## config.mk

```make
export PLATFORM = sky130hd
export DESIGN_NAME = c3_pool_writeback
export DESIGN_NICKNAME = d
export VERILOG_FILES = /design/src/rtl/c3_pool_writeback.sv
export SDC_FILE = /design/constraint.sdc
export NUM_CORES = 1
export LEC_CHECK = 0
export ABC_AREA = 1
export CELL_PAD_IN_SITES_DETAIL_PLACEMENT = 0
export CELL_PAD_IN_SITES_GLOBAL_PLACEMENT = 2
export CORE_ASPECT_RATIO = 1.1
export CORE_MARGIN = 2
export CORE_UTILIZATION = 25
export DETAILED_ROUTE_END_ITERATION = 16
export PLACE_DENSITY = 0.58
export REMOVE_ABC_BUFFERS = 1
export SYNTH_ARGS = -nofsm -noshare
export SYNTH_HDL_FRONTEND = slang
export SYNTH_SLANG_ARGS = --single-unit
```

## constraint.sdc

```tcl
create_clock -name clk -period 3.41 [get_ports clk]
set_clock_uncertainty 0.15 [all_clocks]
set_input_delay 0.341 -clock clk [delete_from_list [all_inputs] [get_ports clk]]
set_output_delay 0.341 -clock clk [all_outputs]
set_load 0.005 [all_outputs]
```

## src/rtl/c3_pool_writeback.sv

```systemverilog
// c3_pool_writeback: 2x2 / stride-2 signed max pooling of the raster-ordered C3
// result stream, writing each pooled word to the S4 feature-map buffer.
module c3_pool_writeback #(
    parameter int WIDTH      = 16,
    parameter int CONV_W     = 10,
    parameter int CONV_H     = 10,
    parameter int NUM_MAPS   = 16,
    parameter int MAP_STRIDE = 1024,
    parameter int ADDR_W     = 32
) (
    input  logic              clk,
    input  logic              rst,
    input  logic              start_i,
    input  logic              conv_valid_i,
    input  logic [WIDTH-1:0]  conv_data_i,
    output logic              wr_en_o,
    output logic [ADDR_W-1:0] wr_addr_o,
    output logic [WIDTH-1:0]  wr_data_o,
    output logic              busy_o,
    output logic              done_o
);

    localparam int COL_W  = (CONV_W > 4) ? $clog2(CONV_W) : 2;
    localparam int ROW_W  = (CONV_H > 2) ? $clog2(CONV_H) : 1;
    localparam int MAP_W  = (NUM_MAPS > 2) ? $clog2(NUM_MAPS) : 1;
    localparam int HALF_W = COL_W - 1;
    localparam int unsigned LB_N = CONV_W / 2;

    typedef enum logic [1:0] {
        ST_IDLE,
        ST_RUN,
        ST_DONE
    } state_t;

    state_t state_q, state_d;

    logic [COL_W-1:0]  col_q;
    logic [ROW_W-1:0]  row_q;
    logic [MAP_W-1:0]  map_q;
    logic [WIDTH-1:0]  pair_q;
    logic [WIDTH-1:0]  line_buf [LB_N];

    logic              wr_en_q;
    logic [ADDR_W-1:0] wr_addr_q;
    logic [WIDTH-1:0]  wr_data_q;
    logic              done_q;

    logic              accept;
    logic              col_last, row_last, map_last, last_accept;
    logic [HALF_W-1:0] half_col;
    logic [WIDTH-1:0]  pair_max;
    logic [WIDTH-1:0]  pool_max;
    logic [ADDR_W-1:0] pool_addr;

    function automatic logic [WIDTH-1:0] smax(input logic [WIDTH-1:0] a,
                                              input logic [WIDTH-1:0] b);
        return ($signed(a) >= $signed(b)) ? a : b;
    endfunction

    assign accept      = (state_q == ST_RUN) && conv_valid_i;
    assign col_last    = (col_q == COL_W'(CONV_W - 1));
    assign row_last    = (row_q == ROW_W'(CONV_H - 1));
    assign map_last    = (map_q == MAP_W'(NUM_MAPS - 1));
    assign last_accept = accept && col_last && row_last && map_last;
    assign half_col    = col_q[COL_W-1:1];

    // Horizontal pair max, vertical max against the buffered even row, and target address
    always_comb begin
        pair_max  = smax(pair_q, conv_data_i);
        pool_max  = smax(line_buf[half_col], pair_max);
        pool_addr = ADDR_W'(map_q) * ADDR_W'(MAP_STRIDE)
                  + ADDR_W'(row_q >> 1) * ADDR_W'(CONV_W / 2)
                  + ADDR_W'(half_col);
    end

    // State register
    always_ff @(posedge clk) begin
        if (rst) state_q <= ST_IDLE;
        else     state_q <= state_d;
    end

    // Next-state logic
    always_comb begin
        state_d = state_q;
        case (state_q)
            ST_IDLE: if (start_i) state_d = ST_RUN;
            ST_RUN:  if (last_accept) state_d = ST_DONE;
            ST_DONE: state_d = ST_IDLE;
            default: state_d = ST_IDLE;
        endcase
    end

    // Counters, pair register, line buffer and registered write port
    always_ff @(posedge clk) begin
        if (rst) begin
            col_q     <= '0;
            row_q     <= '0;
            map_q     <= '0;
            pair_q    <= '0;
            wr_en_q   <= 1'b0;
            wr_addr_q <= '0;
            wr_data_q <= '0;
            done_q    <= 1'b0;
            for (int unsigned i = 0; i < LB_N; i++) line_buf[i] <= '0;
        end else begin
            wr_en_q <= 1'b0;
            done_q  <= (state_q == ST_DONE);
            if ((state_q == ST_IDLE) && start_i) begin
                col_q  <= '0;
                row_q  <= '0;
                map_q  <= '0;
                pair_q <= '0;
            end
            if (accept) begin
                if (!col_q[0]) begin
                    pair_q <= conv_data_i;
                end else if (!row_q[0]) begin
                    line_buf[half_col] <= pair_max;
                end else begin
                    wr_en_q   <= 1'b1;
                    wr_data_q <= pool_max;
                    wr_addr_q <= pool_addr;
                end
                // map counter holds on the final sample so it never wraps within a run
                if (col_last) begin
                    col_q <= '0;
                    if (row_last) begin
                        row_q <= '0;
                        if (!map_last) map_q <= map_q + 1'b1;
                    end else begin
                        row_q <= row_q + 1'b1;
                    end
                end else begin
                    col_q <= col_q + 1'b1;
                end
            end
        end
    end

    assign wr_en_o   = wr_en_q;
    assign wr_addr_o = wr_addr_q;
    assign wr_data_o = wr_data_q;
    assign done_o    = done_q;
    assign busy_o    = (state_q == ST_RUN);

endmodule

```

==> results of run 1 <==
[final cells by class]
type	instances	area share [%]
Timing Repair Buffer	235	15.5
Inverter	83	2.47
Clock inverter	15	1.53
Clock buffer	17	3.32
Tap cell	494	4.82
Sequential cell	189	39.7
Multi-Input combinational cell	678	32.7
[cells in the mapped netlist, types with 2 or more instances]
master | number | area [um^2]
a211oi_1 | 15 | 113
a21o_1 | 2 | 15.0
a21oi_1 | 78 | 390
a31oi_1 | 3 | 18.8
buf_1 | 2 | 7.51
buf_2 | 12 | 60.1
buf_4 | 24 | 180
clkbuf_1 | 32 | 120
dfxtp_1 | 61 | 1220
edfxtp_1 | 128 | 3840
ha_1 | 44 | 551
inv_1 | 70 | 263
inv_2 | 13 | 48.8
nand2_1 | 114 | 428
nand2_2 | 16 | 100
nand3_1 | 23 | 115
nand3_2 | 3 | 30.0
nand4_1 | 19 | 119
nor2_1 | 182 | 683
nor2_2 | 4 | 25.0
nor3_1 | 6 | 30.0
nor4_1 | 2 | 12.5
o21ai_0 | 89 | 445
o21ai_1 | 8 | 40.0
o221ai_1 | 16 | 140
o22ai_1 | 15 | 93.8
xor2_1 | 3 | 26.3
[critical path: stages, from the launching register on]
cell	delay, ps
dfxtp_2	350
ha_4	280
nand4_1	180
nor3_4	220
nand2_4	100
nand3_4	100
buf_6	110
nand3_4	170
nand2_2	120
nand2_2	80
buf_4	130
buf_4	120
buf_4	120
buf_4	120
buf_4	120
buf_4	120
buf_4	120
buf_4	120
buf_4	120
buf_4	120
buf_4	120
buf_4	130
[path summary, 6_finish.rpt]
check | start | end | slack, ps
worst max-delay path | pair_q[11]$_SDFF_PP0_ | line_buf[7][9]$_DFFE_PP_ | -130
worst min-delay path | conv_data_i[15] | pair_q[15]$_SDFF_PP0_ | 180
worst max register to register | pair_q[11]$_SDFF_PP0_ | line_buf[7][9]$_DFFE_PP_ | -130
worst min register to register | state_q[0]$_SDFFE_PP0P_ | done_o$_SDFF_PP0_ | 310
[kinds of logic after synthesis]
kind of cell | count (synthesis) | synth area share (%)
adders and majority gates | 45 | 6.15
and+or+nand+nor | 373 | 17.1
AOI/OAI and AO/OA | 233 | 14.1
xor gates and xnor gates | 4 | 0.378
other | 1 | 0.0404
DFF | 189 | 54.6
buffers and inverters | 155 | 7.60
[layer usage]
layer	GRT usage, %	vias up	routed length (um)
met4	3.82	0	284
met1	18.5	3564	13000
met3	2.36	16	661
met5	0	-	0
li1	-	3817	-
met2	24.7	104	13200
[power by group]
part,internal (uW),switching (uW),total [uW]
Sequential,2500,18.9,2520
Clock,1120,994,2120
Combinational,455,505,959
Total,4070,1520,5590
[registers in the layout, indices dropped and copies added, names as in the netlist, named ones only]
register   count
line_buf     128
state_q        2
wr_en_o        1
map_q          4
done_o         1
row_q          4
col_q          4
wr_data_o     16
pair_q        16
wr_addr_o     10
[repair_timing]
item | 4_1_cts | 5_1_grt
cloned | 3 | 1
hold buffers | 0 | 0
gates resized for setup | 89 | 72
pin swaps | 29 | 17
buffers inserted | 48 | 10
setup endpoints to repair | 16 | 19
[metrics by stage]
step	total power (uW)	setup TNS [ps]
floorplan	2890	-13140
global placement	3260	-11900
detailed placement	3260	-12340
CTS	5590	-94.3
global route	5840	-4790
finish	5590	-591
==> impl_metrics.ini, run 1 <==
[yosys]
synth_edf_count = 128
netlist_instances = 1000
syn_area_per_cell_um2 = 9.28
syn-cell-area_mm2 = 0.00928
synth_ff_type = edfxtp_1
ys_ff_latch = 189
yosys.cell_types.count = 43
ys_seq_area_share_pct = 54.6
ys.warnings.count = 0
async_flop_share_pct = 0

[power_and_ir_drop]
ir_worst_vdd_v = 0.000317
leakagePower_uw = 0.00512
power_per_cell_area_mw_per_mm2 = 437

[sta]
fmax_mhz = 283
timing.hold.ws_ps = 176
min_period_ps = 3540
setup_ws_ps = -128
hold_viol = 0
slew_viol_final = 0
setup_violations = 13
max_slew_margin_pct = 63.0
rsz0062_at_grt = true
timing.final.crit_share_pct = 104
worstMarginPinSlew_ps = 549

[global_routing]
grt_usage_pct = 14.3
grt_max_degree = 51
grt_pass1_vias = 7398
grt_pass1_wl_mm = 41.8
grt_remaining_overflow = 0
grt_antenna_before_repair = 0

[outcome]
violations = setup timing
status = complete, but fails checks

[worst_hold_path]
hp-class = in2reg
min_delay_path_depth = 3

[drt]
vias = 7501
drtPass1Iterations = 4
ant_nets = 0
routed_wl_mm = 27.2
drc = 0
viasPerCell = 4.38
avgRoutedWirePerCell_um = 15.9
drt_iter0_markers = 325

[die]
rows = 74
die_h_um = 206
die_area_mm2 = 0.0387
die_w_um = 188
start_util_pct = 25.2
fp.coreArea_mm2 = 0.0369
ios = 71

[clock_network]
root_buffer = clkbuf_16
clk_path_buf_depth = 2
cts.sinks = 189
cts_buffers = 17
cts_tree = built
clock_latency_ps = 460
htree_num_levels = 4
clk_pin_slew_ps = 80

[placement]
io_buffer_count = 48
hpwl_mm = 18.0
place_congestion = 0.719
dp.cells = 1620
place_ws_ps = -786
placed_cell_area_mm2 = 0.0111

[setup_path]
required_ps = 3470
crit_fanout = 8
arrival_ps = 3600
crit_type = reg2reg
cp-end-kind = flop
r2r_cells = 21
startpoint_type = flop

[finish]
final_util_pct = 34.8
nets = 1269
final_cell_mix = nor2_1 (178), buf_4 (170), edfxtp_1 (128), o21ai_0 (87), nand2_1 (72)
n_antenna_cell = 0
fin_area_mm2 = 0.0128
final_layout_size_suffix_gt1_share_pct = 31.1
final_common_cell = nor2_1
area_growth_pct = 38.0
register_area_mm2 = 0.00508
layout.cells.non_filler = 1711
fill_cells = 3869
multiInputGateArea_mm2 = 0.00419

[run]
cap_violations = 0
(Power assumes the default switching activity.)
==> run 2: changes to the inputs <==
- CORE_UTILIZATION: 25 -> 35
- CTS_BUF_LIST: default -> sky130_fd_sc_hd__clkbuf_8
- PLACE_DENSITY: 0.58 -> 0.77
==> run 2 against run 1 <==
Net effect:
- the flow still finishes with violations (setup timing)
- sequential cell count stayed put
- maximum frequency is 1.5% higher
- cell area is 3.3% lower
- sequential power hardly changed
- critical path type unchanged
==> impl_metrics.ini, run 2 (same netlist as run 1, synthesis figures left out) <==
[finish]
final_layout_size_suffix_gt1_share_pct = 29.7
n_antenna_cell = 0
layout.cells.non_filler = 1553
largest_reg_flops = 128
final_cell_mix = nor2_1 (178), buf_4 (146), edfxtp_1 (128), o21ai_0 (87), nand2_1 (77)
area_growth_pct = 33.5
final_common_cell = nor2_1
nets = 1253
final_util_pct = 47.5
largest-register = line_buf

[drt]
vias = 7528
avgRoutedWirePerCell_um = 16.1
drtPass1Iterations = 4
ant_nets = 0
routed_wl_mm = 24.9
viasPerCell = 4.85
drt_iter0_markers = 299
drc = 0

[sta]
fmax_mhz = 287
setup-tns-final_ps = -877
rsz0062_at_grt = true
setup_violations = 16
slew_viol_final = 0
timing.hold.ws_ps = 133
timing.final.crit_share_pct = 102
setup_ws_ps = -75.1
worstMarginPinSlew_ps = 1120
hold_viol = 0
max_slew_margin_pct = 25.0
min_period_ps = 3490

[global_routing]
grt_max_degree = 65
grt_pass1_wl_mm = 39.7
grt_remaining_overflow = 0
grt_pass1_vias = 7524
grt_usage_pct = 18.3
grt_antenna_before_repair = 0

[placement]
place_congestion = 0.787
dp.cells = 1472
place_ws_ps = -764
io_buffer_count = 48
hpwl_mm = 16.6

[die]
die_area_mm2 = 0.0278
die_h_um = 175
rows = 62
die_w_um = 159
fp.coreArea_mm2 = 0.0261
start_util_pct = 35.6
ios = 71

[setup_path]
startpoint_type = flop
timing.rr.start = pair_q[9]$_SDFF_PP0_
crit_start = pair_q[9]$_SDFF_PP0_
arrival_ps = 3750
cp-end-kind = flop
crit_fanout = 8
crit_type = reg2reg
required_ps = 3670

[clock_network]
clk_path_buf_depth = 2
clk_pin_slew_ps = 110
cts.sinks = 189
root_buffer = clkbuf_8
cts_buffers = 17
cts_tree = built
clock_latency_ps = 490
htree_num_levels = 4

[worst_hold_path]
hp-class = in2reg
worstHoldStart = conv_data_i[4]

[power_and_ir_drop]
ir_worst_vdd_v = 0.000243
leakagePower_uw = 0.00497
power_per_cell_area_mw_per_mm2 = 410

[outcome]
violations = setup timing
status = complete, but fails checks

[run]
cap_violations = 0
-- run 2: critical path, stage by stage, from the launching register on --
cell and delay, ps:
dfxtp_2 350, ha_4 260, nand4_1 130, nor3_2 250, nand2_2 120, nand2_2 100
nand2_4 90, nand3_4 190, nand2_2 100, nand2_2 100, inv_2 60, ha_4 260
nand4_1 130, nor3_2 190, buf_4 160, nand3_4 60, nand3_4 150, inv_4 60
buf_12 120, buf_12 120, nand3_2 70, nand2_2 50, a21oi_2 130
-- run 2: final timing paths --
check	end	slack (ps)	depth (start not counted)
worst max-delay path	wr_data_o[13]$_SDFFE_PP0P_	-80	22
worst min-delay path	pair_q[4]$_SDFF_PP0_	130	3
worst max register to register	wr_data_o[13]$_SDFFE_PP0P_	-80	22
worst min register to register	done_o$_SDFF_PP0_	300	1
-- run 2: metal layers --
layer | global-route usage [%] | share of wire [%] | wire length, um
met4 | 4.77 | 1.3 | 320
met2 | 32.2 | 50 | 12400
met5 | 0 | 0 | 0
met1 | 23.7 | 46 | 11500
met3 | 2.61 | 2.8 | 688
-- run 2: through the flow --
stage               cell area, um^2  power [uW]
finish                        12400        5080
CTS                           12200        5050
global route                  12400        5300
detailed placement            10900        3240
global placement              10900        3230
floorplan                      8970        2890
-- run 2: cell type report --
| class | count | area (um^2) |
|---|---|---|
| well taps | 352 | 440 |
| clock inverters | 15 | 204 |
| multi-input cells | 678 | 4150 |
| fillers | 2529 | 13700 |
| flip-flops and latches | 189 | 5080 |
| inverters | 83 | 314 |
| repair buffers | 219 | 1960 |
| clock buffers | 17 | 234 |
-- run 2: where the power goes --
part	internal [uW]	total, uW	switching [uW]	leakage [uW]
Sequential	2500	2520	19.3	0.00176
Clock	588	1570	981	0.000215
Combinational	492	990	498	0.00299
-- run 2: what timing repair did --
action,4_1_cts,5_1_grt
setup endpoints to repair,16,22
hold buffers,1,0
buffers inserted,37,8
endpoints found under the hold margin,1,0
pin swaps,39,29
resized for setup,107,43
cloned,4,0
